[config.mk]
export PLATFORM = sky130hd
export DESIGN_NAME = write_back_stage_flat
export DESIGN_NICKNAME = d
export VERILOG_FILES = /design/src/rtl/write_back_stage_if.sv /design/src/rtl/write_back_stage.sv /design/src/flat_wrapper.sv
export SDC_FILE = /design/constraint.sdc
export NUM_CORES = 1
export LEC_CHECK = 0
export ABC_AREA = 1
export BUFFER_PORTS_ARGS = -buffer_cell sky130_fd_sc_hd__buf_4
export CAP_MARGIN = 25
export CORE_MARGIN = 4
export CORE_UTILIZATION = 47
export CTS_BUF_LIST = sky130_fd_sc_hd__clkbuf_4
export DETAILED_ROUTE_END_ITERATION = 10
export PLACE_DENSITY = 0.79
export SETUP_SLACK_MARGIN = 0.4
export SLEW_MARGIN = 20
export SYNTH_ARGS = -nofsm -noshare
export SYNTH_HDL_FRONTEND = slang
export SYNTH_SLANG_ARGS = --single-unit
[constraint.sdc]
create_clock -name clk -period 1.6 [get_ports clk]
set_input_delay 0.16 -clock clk [delete_from_list [all_inputs] [get_ports clk]]
set_output_delay 0.16 -clock clk [all_outputs]
set_load 0.02 [all_outputs]
[src/rtl/write_back_stage_if.sv]
// Bundle between the MEM stage, the write-back stage and the register file.
// The master side drives the retiring instruction and load response; the slave side is the stage.
interface write_back_stage_if #(
  parameter int XLEN = 32,
  parameter int RA_W = 5
);
  logic            in_valid;
  logic            in_ready;
  logic [1:0]      in_sel;
  logic [XLEN-1:0] in_alu;
  logic [XLEN-1:0] in_pc4;
  logic [XLEN-1:0] in_imm;
  logic [RA_W-1:0] in_rd;
  logic            in_we;
  logic [2:0]      in_funct3;
  logic [2:0]      in_addr_lo;
  logic            mem_rsp_valid;
  logic [XLEN-1:0] mem_rsp_data;
  logic            flush;
  logic            rf_we;
  logic [RA_W-1:0] rf_waddr;
  logic [XLEN-1:0] rf_wdata;
  logic            busy;

  modport master (
    output in_valid, in_sel, in_alu, in_pc4, in_imm, in_rd, in_we,
           in_funct3, in_addr_lo, mem_rsp_valid, mem_rsp_data, flush,
    input  in_ready, rf_we, rf_waddr, rf_wdata, busy
  );

  modport slave (
    input  in_valid, in_sel, in_alu, in_pc4, in_imm, in_rd, in_we,
           in_funct3, in_addr_lo, mem_rsp_valid, mem_rsp_data, flush,
    output in_ready, rf_we, rf_waddr, rf_wdata, busy
  );
endinterface

[src/rtl/write_back_stage.sv]
// Write-back stage: selects the result source, formats load data and issues a
// one-cycle register-file write; waits in WAIT_MEM for late load responses.
module write_back_stage #(
  parameter int XLEN = 32,
  parameter int RA_W = 5
) (
  input logic            clk,
  input logic            rst,
  write_back_stage_if.slave wb
);
  typedef enum logic {IDLE, WAIT_MEM} state_t;

  localparam logic [2:0] LANE_MASK = (XLEN == 64) ? 3'b111 : 3'b011;

  state_t          state_q, state_d;
  logic [RA_W-1:0] pend_rd_q, pend_rd_d;
  logic            pend_we_q, pend_we_d;
  logic [2:0]      pend_f3_q, pend_f3_d;
  logic [2:0]      pend_lo_q, pend_lo_d;
  logic            rf_we_q;
  logic [RA_W-1:0] rf_waddr_q;
  logic [XLEN-1:0] rf_wdata_q;

  logic            wr_en;
  logic [RA_W-1:0] wr_addr;
  logic [XLEN-1:0] wr_data;
  logic            accept;
  logic            is_load;

  // Extract the addressed lane and extend it; misaligned offsets are truncated
  // down to the access alignment. Done at 64 bits and trimmed to XLEN.
  function automatic logic [XLEN-1:0] fmt_load(input logic [2:0] f3,
                                               input logic [2:0] lo,
                                               input logic [XLEN-1:0] data);
    logic [63:0] d64;
    logic [63:0] sh;
    logic [63:0] r;
    logic [2:0]  off;
    d64 = 64'(data);
    off = lo & LANE_MASK;
    case (f3[1:0])
      2'b00:   off = off;
      2'b01:   off = {off[2:1], 1'b0};
      2'b10:   off = {off[2], 2'b00};
      default: off = 3'b000;
    endcase
    sh = d64 >> {off, 3'b000};
    case (f3)
      3'b000:  r = {{56{sh[7]}}, sh[7:0]};
      3'b100:  r = {56'd0, sh[7:0]};
      3'b001:  r = {{48{sh[15]}}, sh[15:0]};
      3'b101:  r = {48'd0, sh[15:0]};
      3'b010:  r = {{32{sh[31]}}, sh[31:0]};
      3'b110:  r = {32'd0, sh[31:0]};
      default: r = d64;
    endcase
    return r[XLEN-1:0];
  endfunction

  assign wb.in_ready = (state_q == IDLE);
  assign wb.busy     = (state_q == WAIT_MEM);
  assign wb.rf_we    = rf_we_q;
  assign wb.rf_waddr = rf_waddr_q;
  assign wb.rf_wdata = rf_wdata_q;

  assign accept  = wb.in_valid && (state_q == IDLE) && !wb.flush;
  assign is_load = (wb.in_sel == 2'b01);

  always_comb begin
    state_d   = state_q;
    pend_rd_d = pend_rd_q;
    pend_we_d = pend_we_q;
    pend_f3_d = pend_f3_q;
    pend_lo_d = pend_lo_q;
    wr_en     = 1'b0;
    wr_addr   = wb.in_rd;
    wr_data   = '0;
    case (state_q)
      IDLE: begin
        if (accept) begin
          if (!is_load) begin
            wr_en = wb.in_we && (wb.in_rd != '0);
            case (wb.in_sel)
              2'b00:   wr_data = wb.in_alu;
              2'b10:   wr_data = wb.in_pc4;
              default: wr_data = wb.in_imm;
            endcase
          end else if (wb.mem_rsp_valid) begin
            wr_en   = wb.in_we && (wb.in_rd != '0);
            wr_data = fmt_load(wb.in_funct3, wb.in_addr_lo, wb.mem_rsp_data);
          end else begin
            pend_rd_d = wb.in_rd;
            pend_we_d = wb.in_we;
            pend_f3_d = wb.in_funct3;
            pend_lo_d = wb.in_addr_lo;
            state_d   = WAIT_MEM;
          end
        end
      end
      WAIT_MEM: begin
        // Flush wins over a coincident response: the load is dropped.
        if (wb.flush) begin
          state_d = IDLE;
        end else if (wb.mem_rsp_valid) begin
          wr_en   = pend_we_q && (pend_rd_q != '0);
          wr_addr = pend_rd_q;
          wr_data = fmt_load(pend_f3_q, pend_lo_q, wb.mem_rsp_data);
          state_d = IDLE;
        end
      end
      default: state_d = IDLE;
    endcase
  end

  always_ff @(posedge clk) begin
    if (rst) begin
      state_q    <= IDLE;
      pend_rd_q  <= '0;
      pend_we_q  <= 1'b0;
      pend_f3_q  <= 3'b000;
      pend_lo_q  <= 3'b000;
      rf_we_q    <= 1'b0;
      rf_waddr_q <= '0;
      rf_wdata_q <= '0;
    end else begin
      state_q   <= state_d;
      pend_rd_q <= pend_rd_d;
      pend_we_q <= pend_we_d;
      pend_f3_q <= pend_f3_d;
      pend_lo_q <= pend_lo_d;
      rf_we_q   <= wr_en;
      // Address and data only move on an actual write so they hold otherwise.
      if (wr_en) begin
        rf_waddr_q <= wr_addr;
        rf_wdata_q <= wr_data;
      end
    end
  end
endmodule
[src/flat_wrapper.sv]
// flat-port wrapper written by rule: the top's interface ports become plain ports
module write_back_stage_flat 
#(
  parameter int XLEN = 32,
  parameter int RA_W = 5
)
  (clk, rst, wb_in_valid, wb_in_sel, wb_in_alu, wb_in_pc4, wb_in_imm, wb_in_rd, wb_in_we, wb_in_funct3, wb_in_addr_lo, wb_mem_rsp_valid, wb_mem_rsp_data, wb_flush, wb_in_ready, wb_rf_we, wb_rf_waddr, wb_rf_wdata, wb_busy);
  write_back_stage_if #(.XLEN(XLEN), .RA_W(RA_W)) wb_i ();
  input logic clk;
  input logic rst;
  input wire logic [$bits(wb_i.in_valid)-1:0] wb_in_valid;
  input wire logic [$bits(wb_i.in_sel)-1:0] wb_in_sel;
  input wire logic [$bits(wb_i.in_alu)-1:0] wb_in_alu;
  input wire logic [$bits(wb_i.in_pc4)-1:0] wb_in_pc4;
  input wire logic [$bits(wb_i.in_imm)-1:0] wb_in_imm;
  input wire logic [$bits(wb_i.in_rd)-1:0] wb_in_rd;
  input wire logic [$bits(wb_i.in_we)-1:0] wb_in_we;
  input wire logic [$bits(wb_i.in_funct3)-1:0] wb_in_funct3;
  input wire logic [$bits(wb_i.in_addr_lo)-1:0] wb_in_addr_lo;
  input wire logic [$bits(wb_i.mem_rsp_valid)-1:0] wb_mem_rsp_valid;
  input wire logic [$bits(wb_i.mem_rsp_data)-1:0] wb_mem_rsp_data;
  input wire logic [$bits(wb_i.flush)-1:0] wb_flush;
  output wire logic [$bits(wb_i.in_ready)-1:0] wb_in_ready;
  output wire logic [$bits(wb_i.rf_we)-1:0] wb_rf_we;
  output wire logic [$bits(wb_i.rf_waddr)-1:0] wb_rf_waddr;
  output wire logic [$bits(wb_i.rf_wdata)-1:0] wb_rf_wdata;
  output wire logic [$bits(wb_i.busy)-1:0] wb_busy;
  assign wb_i.in_valid = wb_in_valid;
  assign wb_i.in_sel = wb_in_sel;
  assign wb_i.in_alu = wb_in_alu;
  assign wb_i.in_pc4 = wb_in_pc4;
  assign wb_i.in_imm = wb_in_imm;
  assign wb_i.in_rd = wb_in_rd;
  assign wb_i.in_we = wb_in_we;
  assign wb_i.in_funct3 = wb_in_funct3;
  assign wb_i.in_addr_lo = wb_in_addr_lo;
  assign wb_i.mem_rsp_valid = wb_mem_rsp_valid;
  assign wb_i.mem_rsp_data = wb_mem_rsp_data;
  assign wb_i.flush = wb_flush;
  assign wb_in_ready = wb_i.in_ready;
  assign wb_rf_we = wb_i.rf_we;
  assign wb_rf_waddr = wb_i.rf_waddr;
  assign wb_rf_wdata = wb_i.rf_wdata;
  assign wb_busy = wb_i.busy;
  write_back_stage #(.XLEN(XLEN), .RA_W(RA_W)) u_core (.clk(clk), .rst(rst), .wb(wb_i));
endmodule
Word-level counts from Yosys, hierarchy flattened:

Index checks and enable logic that the tools add are counted.

* flip-flop bits (word level): 50
* bits of input ports: 147
* output and inout port bits: 40

* equality and inequality tests: 14
* shift operators: 2
* multiplexer cells: 32
* bitwise gates (word level): 2
* reduce and logical (&&, ||, !) cells: 14

Operators with widths (count)
* case mux 32 bit (6 select lines): 2
* 2-to-1 mux 32 bit: 5
* case mux 32 bit (2 select lines): 2
* right shift 32 x 6 -> 32 bit: 2
* 2-to-1 mux 3 bit: 7
* equality test 3 bit (second input constant): 6
* 2-to-1 mux 5 bit: 3
* nonzero test 5 bit: 2
* 2-to-1 mux 1 bit: 9
* case mux 2 bit (2 select lines): 2
* equality test 2 x 1 -> 1 bit (second input constant): 3
* equality test 3 x 1 -> 1 bit (second input constant): 2
* equality test 3 x 2 -> 1 bit (second input constant): 2
* logical NOT 2 bit: 3
* logical NOT 3 bit: 2
* logical AND 1 bit: 4
* case mux 1 bit (2 select lines): 2
* AND reduction 4 bit: 1
* AND reduction 3 bit: 1
* equality test 2 bit (second input constant): 1
* NOT 1 bit: 2
* logical NOT 1 bit: 1

Depth between registers and ports, before layout:

Gate-level depths: netlist of the first run.

* word-level depth: 12
* depth in mapped cells: 14

Worst setup path after synthesis of the first run:

Ideal clock, no wire load.

* path type: register -> register
* start: reg u_core.state_q, in the netlist u_core.wb.busy
* end: reg u_core.rf_wdata_q[10], in the netlist u_core.wb.rf_wdata[10]
* arrival time: 1555 ps
* data required time: 1530 ps
* slack: -25 ps
* cell stages (with the launch flop): 10
* path buffers: 1
* path through: dfxtp_1 > inv_1 > nand3_1 > inv_1 > nand4_1 > nand2_1 > inv_1 > clkbuf_1 > a21oi_1 > a21oi_1

* longest elaborated chain between the ends: 5

RTL lines
* from (decl): RTL line write_back_stage.sv:15 `state_t state_q, state_d;`
* from (signal assigned): RTL line write_back_stage.sv:126 `state_q <= state_d;`
* NOT 1 bit (*)
* named net wb_in_ready: RTL line flat_wrapper.sv:23 `output wire logic [$bits(wb_i.in_ready)-1:0] wb_in_ready;`
* logical AND 1 bit (2 in series): RTL line write_back_stage.sv:66 `assign accept = wb.in_valid && (state_q == IDLE) && !wb.flush;`
* 2-to-1 mux 32 bit / 2-to-1 mux 1 bit (equally long branches): RTL line write_back_stage.sv:80 `if (accept) begin`
* case mux 32 bit (2 select lines) / case mux 1 bit (2 select lines) (equally long branches): RTL line write_back_stage.sv:78 `case (state_q)`
* to (signal assigned): RTL line write_back_stage.sv:135 `rf_wdata_q <= wr_data;`
* to (decl): RTL line write_back_stage.sv:22 `logic [XLEN-1:0] rf_wdata_q;`

Mark *: on every way through the listed nets, which the timed path passes. The rest lies on a longest branch.
A chain may end at the register's enable or synchronous reset.

Worst setup path in the final report of the first run:

* start: reg u_core.pend_f3_q[1]
* end: reg u_core.rf_wdata_q[17], in the netlist u_core.wb.rf_wdata[17]

* longest elaborated chain between the ends: 10

RTL lines
* from (decl): RTL line write_back_stage.sv:18 `logic [2:0] pend_f3_q, pend_f3_d;`
* from (signal assigned): RTL line write_back_stage.sv:129 `pend_f3_q <= pend_f3_d;`
* equality test 2 x 1 -> 1 bit / logical NOT 2 bit (equally long branches): RTL line write_back_stage.sv:41 `case (f3[1:0])`
* case mux 2 bit (2 select lines): RTL line write_back_stage.sv:41
* 2-to-1 mux 3 bit: RTL line write_back_stage.sv:104 `end else if (wb.mem_rsp_valid) begin`
* 2-to-1 mux 3 bit: RTL line write_back_stage.sv:102 `if (wb.flush) begin`
* 2-to-1 mux 3 bit: RTL line write_back_stage.sv:78
* right shift 32 x 6 -> 32 bit: RTL line write_back_stage.sv:47 `sh = d64 >> {off, 3'b000};`
* case mux 32 bit (6 select lines) (*): RTL line write_back_stage.sv:48 `case (f3)`
* 2-to-1 mux 32 bit (*): RTL line write_back_stage.sv:104
* 2-to-1 mux 32 bit (*): RTL line write_back_stage.sv:102
* case mux 32 bit (2 select lines) (*): RTL line write_back_stage.sv:78

Mark *: on every way between the ends. The rest lies on a longest branch, timed or not. The select of a mux whose other input is x is not followed.

==> flow_metrics.env, run 1 <==
export IMPL_numCtsBuffers=5
export IMPL_final_common_cell="buf_4"
export IMPL_hold_depth=3
export IMPL_grt_setup_unrepaired="yes"
export IMPL_timing_fmax_ghz=0.5707
export IMPL_grt_first_pass_wirelength_um=37330
export IMPL_crit_chain="buf_12, nor2_8, nand3_1, nand3_4, nand3_4, nand2_4, buf_12, nor2_1, nor2_1, nor2_1, a21oi_1"
export IMPL_fillers=865
export IMPL_crit_cells=11
export IMPL_clk_pin_slew_worst_paths_ps=190
export IMPL_cts_sinks=50
export IMPL_viasPerCell=5.935
export IMPL_wirelength_um=24490
export IMPL_area_delta_synth_final_pct=54.30
export IMPL_synth_compound_area_share_pct=32.02
export IMPL_syn_nets=1054
export IMPL_static_leakage_power_nw=3.823
export IMPL_grt_antenna_before_repair=0
export IMPL_drcViolationCount=0
export IMPL_avgSynthCellArea_um2=5.657
export IMPL_min_period_ps=1752
export IMPL_syn_area_um2=5131
export IMPL_power_mw=3.755
export IMPL_register_area_um2=1013
export IMPL_yosys_cell_types_count=33
export IMPL_cp_end_kind="flip-flop"
export IMPL_holdCritStartpoint="wb_in_rd[4]"
export IMPL_coreArea_um2=10460
export IMPL_synthMuxAreaShare_pct=0
export IMPL_cp_slowest_stage_delay_ps=370
export IMPL_htreeDepth=2
export IMPL_yosys_area_share_adder_pct=0
export IMPL_place_ws_ps=-102.6
export IMPL_synth_warnings=0
export IMPL_antenna_left=0
export IMPL_dr_total_vias=7543
export IMPL_diodes=0
export IMPL_hold_path_class="in -> reg"
export IMPL_gp_congestion=1.018
export IMPL_p_per_area_nw_per_um2=474.2
export IMPL_worst_setup_path_start_kind="flip-flop"
export IMPL_slew_headroom_pct=66.72
export IMPL_multi_input_area_um2=3806
export IMPL_synth_seq_cells=50
export IMPL_grt_overflow=0
export IMPL_synth_xor_area_share_pct=0
export IMPL_r2r_cells=11
export IMPL_final_cell_mix="255 x buf_4, 188 x nand2_1, 129 x o21ai_0, 86 x nand3_1, 81 x a21oi_1"
export IMPL_die_h_um=112.5
export IMPL_cpMostUsedCell="nor2_1"
export IMPL_tns_ps=-2748
export IMPL_die_area_um2=12650
export IMPL_crit_buf_inv=2
export IMPL_drive_above_1_share_pct=35.59
export IMPL_setup_slack_ps=-152.2
export IMPL_fin_skew_ps=18.76
export IMPL_final_period_utilization_pct=109.5
export IMPL_firstDrtPassIters=7
export IMPL_grt_use_total_pct=36.57
export IMPL_slowest_stage="dfxtp_2"
export IMPL_die_w_um=112.5
export IMPL_clk_latency_ps=410
export IMPL_ys_seq_area_share_pct=19.51
export IMPL_maxCapViolations=0
export IMPL_path_class="reg -> reg"
export IMPL_grt_pass1_vias=7086
export IMPL_violations="negative setup slack"
export IMPL_worst_pin_slew_ps=496.1
export IMPL_ios=187
export IMPL_crit_path_max_fanout=15
export IMPL_synth_top_family_by_area="simple AND/OR/NAND/NOR gates"
export IMPL_fin_nets=1281
export IMPL_outcome="finished, violations left"
export IMPL_drtIter0Drc=1050
export IMPL_rows=37
export IMPL_crit_start="u_core.pend_f3_q[1]$_SDFFE_PP0P_"
export IMPL_initial_utilization_pct=49.04
export IMPL_clockBufferDepth=2
export IMPL_path_delay_family="simple AND/OR/NAND/NOR gates"
export IMPL_clock_root_buffer="clkbuf_4"
export IMPL_synth_simple_gate_area_share_pct=35.87
export IMPL_io_buffers=185
export IMPL_dpl_hpwl_um=17410
export IMPL_critical_path_arrival_ps=2090
export IMPL_cts_tree="done"
export IMPL_hold_viol=0
export IMPL_routedWlPerCell_um=19.27
export IMPL_finalSetupViolCount=31
export IMPL_synthCells=907
export IMPL_worst_ep_required_time_ps=1940
export IMPL_maxSlewViolCount=0
export IMPL_ir_drop_mv=0.3206
export IMPL_worstReg2RegStart="u_core.pend_f3_q[1]$_SDFFE_PP0P_"
export IMPL_grt_max_degree=34
synthesized netlist by cell type, drive strengths merged:
library cell	n	area [um2]
nand2	212	845.8
o21ai	168	840.8
nand3	100	585.6
a21oi	89	445.4
nor2	86	365.4
inv	71	266.5
dfxtp	50	1001
clkbuf	43	161.4
o22ai	31	193.9
buf	27	215.2
o211ai	7	52.55
a211oi	6	45.04
nor3	4	25.02
a31oi	3	18.77
nand4	3	18.77
o21a	2	15.01
o21bai	2	15.01
clkinv	1	3.750
o2bb2ai	1	8.760
o31ai	1	7.510
layer usage:
metal	GRT usage (%)	up-vias	wire length (um)
met3	5.714	79	2618
met4	15.22	0	976
li1	-	3530	-
met1	46.33	3414	9266
met2	61.66	520	11630
met5	0	-	0
final timing paths:
kind / endpoint / slack (ps)
worst max-delay path: u_core.wb.rf_wdata[17]$_SDFFE_PP0P_ / -150
worst min-delay path: u_core.pend_rd_q[4]$_SDFFE_PP0P_ / 20
worst max register to register: u_core.wb.rf_wdata[17]$_SDFFE_PP0P_ / -150
worst min register to register: u_core.pend_rd_q[1]$_SDFFE_PP0P_ / 480
flip-flops by register name, summed over array words and instances (netlist names):
name	count
u_core.pend_we_q	1
u_core.pend_f3_q	3
u_core.wb.rf_wdata	32
u_core.pend_lo_q	2
u_core.pend_rd_q	5
u_core.wb.rf_we	1
u_core.wb.busy	1
u_core.wb.rf_waddr	5
through the flow:
step	instances	area (um2)	utilization, %	hold WS (ps)
floorplan	907	5255	-	223.0
global placement	1239	7164	68.48	375.0
detailed placement	1239	7164	68.48	380.6
CTS	1266	7751	74.09	2.276
global route	1271	7918	75.68	15.10
finish	1271	7918	75.68	23.15
kinds of logic after synthesis:
kind of cell,Yosys count
buf+inv,142
simple gates,405
compound gates,310
flops,50
area by class of cell:
type                            count  share of cell area (%)
Clock buffer                        5                  0.4741
Multi-Input combinational cell    715                   48.07
Sequential cell                    50                   12.80
Timing Repair Buffer              290                   32.44
Inverter                           72                   3.729
Clock inverter                      3                  0.3319
Tap cell                          136                   2.149
what timing repair did:
item | 4_1_cts | 5_1_grt
setup buffers | 10 | 5
gates cloned | 7 | 0
hold endpoints to repair | 5 | 0
endpoints found under the setup margin | 51 | 51
pin swaps | 11 | 1
hold buffers | 2 | 0
gates resized for setup | 81 | 35
tightest hold or removal path, cell delays in order:
cell and delay, ps:
buf_4 110, o21ai_4 60, a21oi_2 80
where the power goes:
part           switching, mW  total [mW]  internal [mW]
clock network          0.531       0.719          0.187
logic                  0.932        1.71          0.773
registers             0.0330        1.33           1.30
No activity file was read; power rests on OpenSTA's default activity.
==> run 2, diff against run 1 <==
- ABC_AREA: 1 -> default
- CORE_UTILIZATION: 47 -> 45
==> run 2 against run 1 <==
  * The flow still finishes with violations (negative setup slack)
  * Combinational power decreased by 12%
  * Highest routed layer unchanged
  * Clock power grew 14%
  * Setup slack worse by 330 ps
  * Die area fell by 8.7%
  * Via count fell by 16%
  * Routed wire length is 6.0% lower
  * Largest cell class unchanged
  * Clock-buffer cell count unchanged
  * Critical path depth is 2 lower
  * Clock skew decreased by 2.0 ps
  * Power fell by 2.7%
==> flow_metrics.env, run 2 <==
export IMPL_final_period_utilization_pct=130.2
export IMPL_clockBufferDepth=2
export IMPL_area_delta_synth_final_pct=69.62
export IMPL_cpMostUsedCell="buf_6"
export IMPL_crit_buf_inv=3
export IMPL_synth_xor_area_share_pct=0
export IMPL_path_delay_family="compound AO/OA/AOI/OAI gates"
export IMPL_die_w_um=107.5
export IMPL_rows=36
export IMPL_outcome="finished, violations left"
export IMPL_synth_simple_gate_area_share_pct=19.36
export IMPL_static_leakage_power_nw=3.221
export IMPL_final_cell_mix="279 x buf_4, 79 x nand2_1, 64 x o21ai_0, 43 x nor2_1, 43 x dfxtp_1"
export IMPL_critical_path_arrival_ps=2350
export IMPL_wl_met1_um=8244
export IMPL_worstReg2RegStart="u_core.wb.busy$_SDFF_PP0_"
export IMPL_placed_cell_area_um2=6685
export IMPL_routedWlPerCell_um=22.71
export IMPL_ys_seq_area_share_pct=22.48
export IMPL_yosys_area_top_type="dfxtp_1"
export IMPL_synth_flop_cell="dfxtp_1"
export IMPL_crit_path_max_fanout=7
export IMPL_initial_utilization_pct=45.97
export IMPL_slew_headroom_pct=63.01
export IMPL_clock_root_buffer="clkbuf_4"
export IMPL_largest_reg_flops=32
export IMPL_ys_async_sr_fraction_pct=0
export IMPL_place_inst=979
export IMPL_final_common_cell="buf_4"
export IMPL_yosys_top_cells_count="83 x nand2_1, 81 x o21ai_0, 65 x nor2_1"
export IMPL_grt_overflow=0
export IMPL_synth_compound_area_share_pct=35.55
export IMPL_dpl_hpwl_um=16520
export IMPL_grt_first_pass_wirelength_um=31730
export IMPL_firstDrtPassIters=6
export IMPL_critPathCapture="u_core.wb.rf_wdata[30]$_SDFFE_PP0P_"
export IMPL_clk_latency_ps=390
export IMPL_wl_met2_um=11360
export IMPL_synthMuxAreaShare_pct=15.26
export IMPL_utilization_pct=77.97
export IMPL_gp_congestion=0.9827
export IMPL_dr_total_vias=6343
export IMPL_worst_ep_required_time_ps=1870
export IMPL_grt_antenna_before_repair=0
export IMPL_drtIter0Drc=690
export IMPL_synth_top_family_by_area="compound AO/OA/AOI/OAI gates"
export IMPL_cts_tree="done"
export IMPL_final_cells=1013
export IMPL_synth_most_common_cell="nand2_1"
export IMPL_syn_area_um2=4452
export IMPL_fin_skew_ps=16.73
export IMPL_holdCritStartpoint="wb_in_rd[1]"
export IMPL_antenna_left=0
export IMPL_io_buffers=185
export IMPL_synth_warnings=0
export IMPL_grt_setup_unrepaired="yes"
export IMPL_r2r_cells=9
export IMPL_timing_fmax_ghz=0.4801
export IMPL_worst_setup_path_start_kind="flip-flop"
export IMPL_viasPerCell=6.262
export IMPL_crit_chain="and3b_2, buf_6, nand2_2, o31a_1, o41ai_4, buf_6, clkbuf_16, a222oi_1, a211oi_1"
export IMPL_die_h_um=107.5
export IMPL_syn_nets=760
export IMPL_cp_slowest_stage_delay_ps=430
export IMPL_wirelength_um=23010
export IMPL_die_area_um2=11550
export IMPL_reg2reg_slack_ps=-480
export IMPL_grt_use_total_pct=35.71
export IMPL_yosys_area_share_adder_pct=0
export IMPL_fin_nets=1026
export IMPL_cts_sinks=50
export IMPL_synth_top_cell_area_share_pct=22.48
export IMPL_crit_start="u_core.wb.busy$_SDFF_PP0_"
export IMPL_coreArea_um2=9684
export IMPL_postCtsHoldBufs=0
export IMPL_hold_depth=3
export IMPL_synth_seq_cells=50
export IMPL_numCtsBuffers=5
export IMPL_maxSlewViolCount=0
export IMPL_p_per_area_nw_per_um2=483.8
export IMPL_drcViolationCount=0
export IMPL_fin_area_um2=7551
export IMPL_maxCapViolations=0
export IMPL_slowest_stage="a222oi_1"
export IMPL_r2r_end="u_core.wb.rf_wdata[30]$_SDFFE_PP0P_"
export IMPL_ir_drop_mv=0.5620
export IMPL_cp_end_kind="flip-flop"
export IMPL_ios=187
export IMPL_grt_pass1_vias=5981
export IMPL_clk_pin_slew_worst_paths_ps=170
export IMPL_synth_edf_count=0
export IMPL_yosys_cell_types_count=54
export IMPL_violations="negative setup slack"
export IMPL_setup_slack_ps=-482.9
export IMPL_crit_cells=9
export IMPL_drive_above_1_share_pct=49.32
export IMPL_hold_viol=0
export IMPL_power_mw=3.653
export IMPL_htreeDepth=2
export IMPL_hold_path_class="in -> reg"
export IMPL_avgSynthCellArea_um2=7.262
export IMPL_worst_pin_slew_ps=552.8
export IMPL_synthCells=613
export IMPL_diodes=0
export IMPL_grt_max_degree=32
export IMPL_ys_top_cells_by_area="dfxtp_1 22%, o21ai_0 9.1%, mux2i_1 7.4%"
export IMPL_path_class="reg -> reg"
export IMPL_tns_ps=-18470
export IMPL_finalSetupViolCount=49
export IMPL_min_period_ps=2083
export IMPL_highest_layer="met4"
export IMPL_dr_wl_met3_um=2112
## run 2: changes by cell type after synthesis, moves of 22 or more
cell	change
o22ai_1	-22
mux2i_1	+33
inv_1	-48
mux2_2	+25
nand3_1	-81
o21ai_0	-69
nand2_1	-113
a21oi_1	-69
a311oi_1	+24
## run 2: through the flow
stage               hold WS (ps)  setup slack (ps)
detailed placement         459.8            -464.8
finish                     55.26            -482.9
CTS                        49.29            -377.0
global placement           407.5            -405.0
floorplan                  305.9            -263.1
global route               33.20            -541.4
## run 2: logic make-up after synthesis
kind of cell	count (synthesis)
compound gates	232
simple gates	194
buf+inv	76
mux	61
flops	50
## run 2: power by group
group	internal (mW)	switching (mW)	total, mW
logic	0.751	0.763	1.51
registers	1.28	0.0384	1.32
clock network	0.342	0.476	0.818
## run 2: worst min-delay path by stage
| stage | to |
|---|---|
| 2_1_floorplan | u_core.pend_lo_q[0]$_SDFFE_PP0P_ |
| 3_3_place_gp | u_core.pend_we_q$_SDFFE_PP0P_ |
| 3_5_place_dp | u_core.pend_we_q$_SDFFE_PP0P_ |
| 4_1_cts | u_core.pend_rd_q[1]$_SDFFE_PP0P_ |
| 5_1_grt | u_core.pend_rd_q[1]$_SDFFE_PP0P_ |
| 6_report | u_core.pend_rd_q[1]$_SDFFE_PP0P_ |
## run 2: repair_timing
item                       4_1_cts  5_1_grt
pin swaps                       20       30
gates resized for setup         73       63
setup endpoints to repair       52       52
buffers inserted                 5       15
gates cloned                     3        3
## run 2: final cells by class
type	instances	area, um2
Fill cell	698	2133
Clock buffer	5	37.54
Timing Repair Buffer	318	2671
Inverter	17	66.31
Sequential cell	50	1022
Tap cell	133	166.4
Clock inverter	3	47.55
Multi-Input combinational cell	487	3540
## run 2: routing by layer
metal | vias to the layer above | global-route usage [%]
li1 | 2821 | -
met2 | 455 | 62.69
met4 | 0 | 16.50
met5 | - | 0
met1 | 2962 | 43.05
met3 | 105 | 4.859
## run 2: worst reg2reg max path, delay by kind of cell, from the launching register on
| kind | cells | cell delay (ps) |
|---|---|---|
| flops | 1 | 400 |
| buf+inv | 3 | 440 |
| simple gates | 2 | 290 |
| compound gates | 4 | 850 |
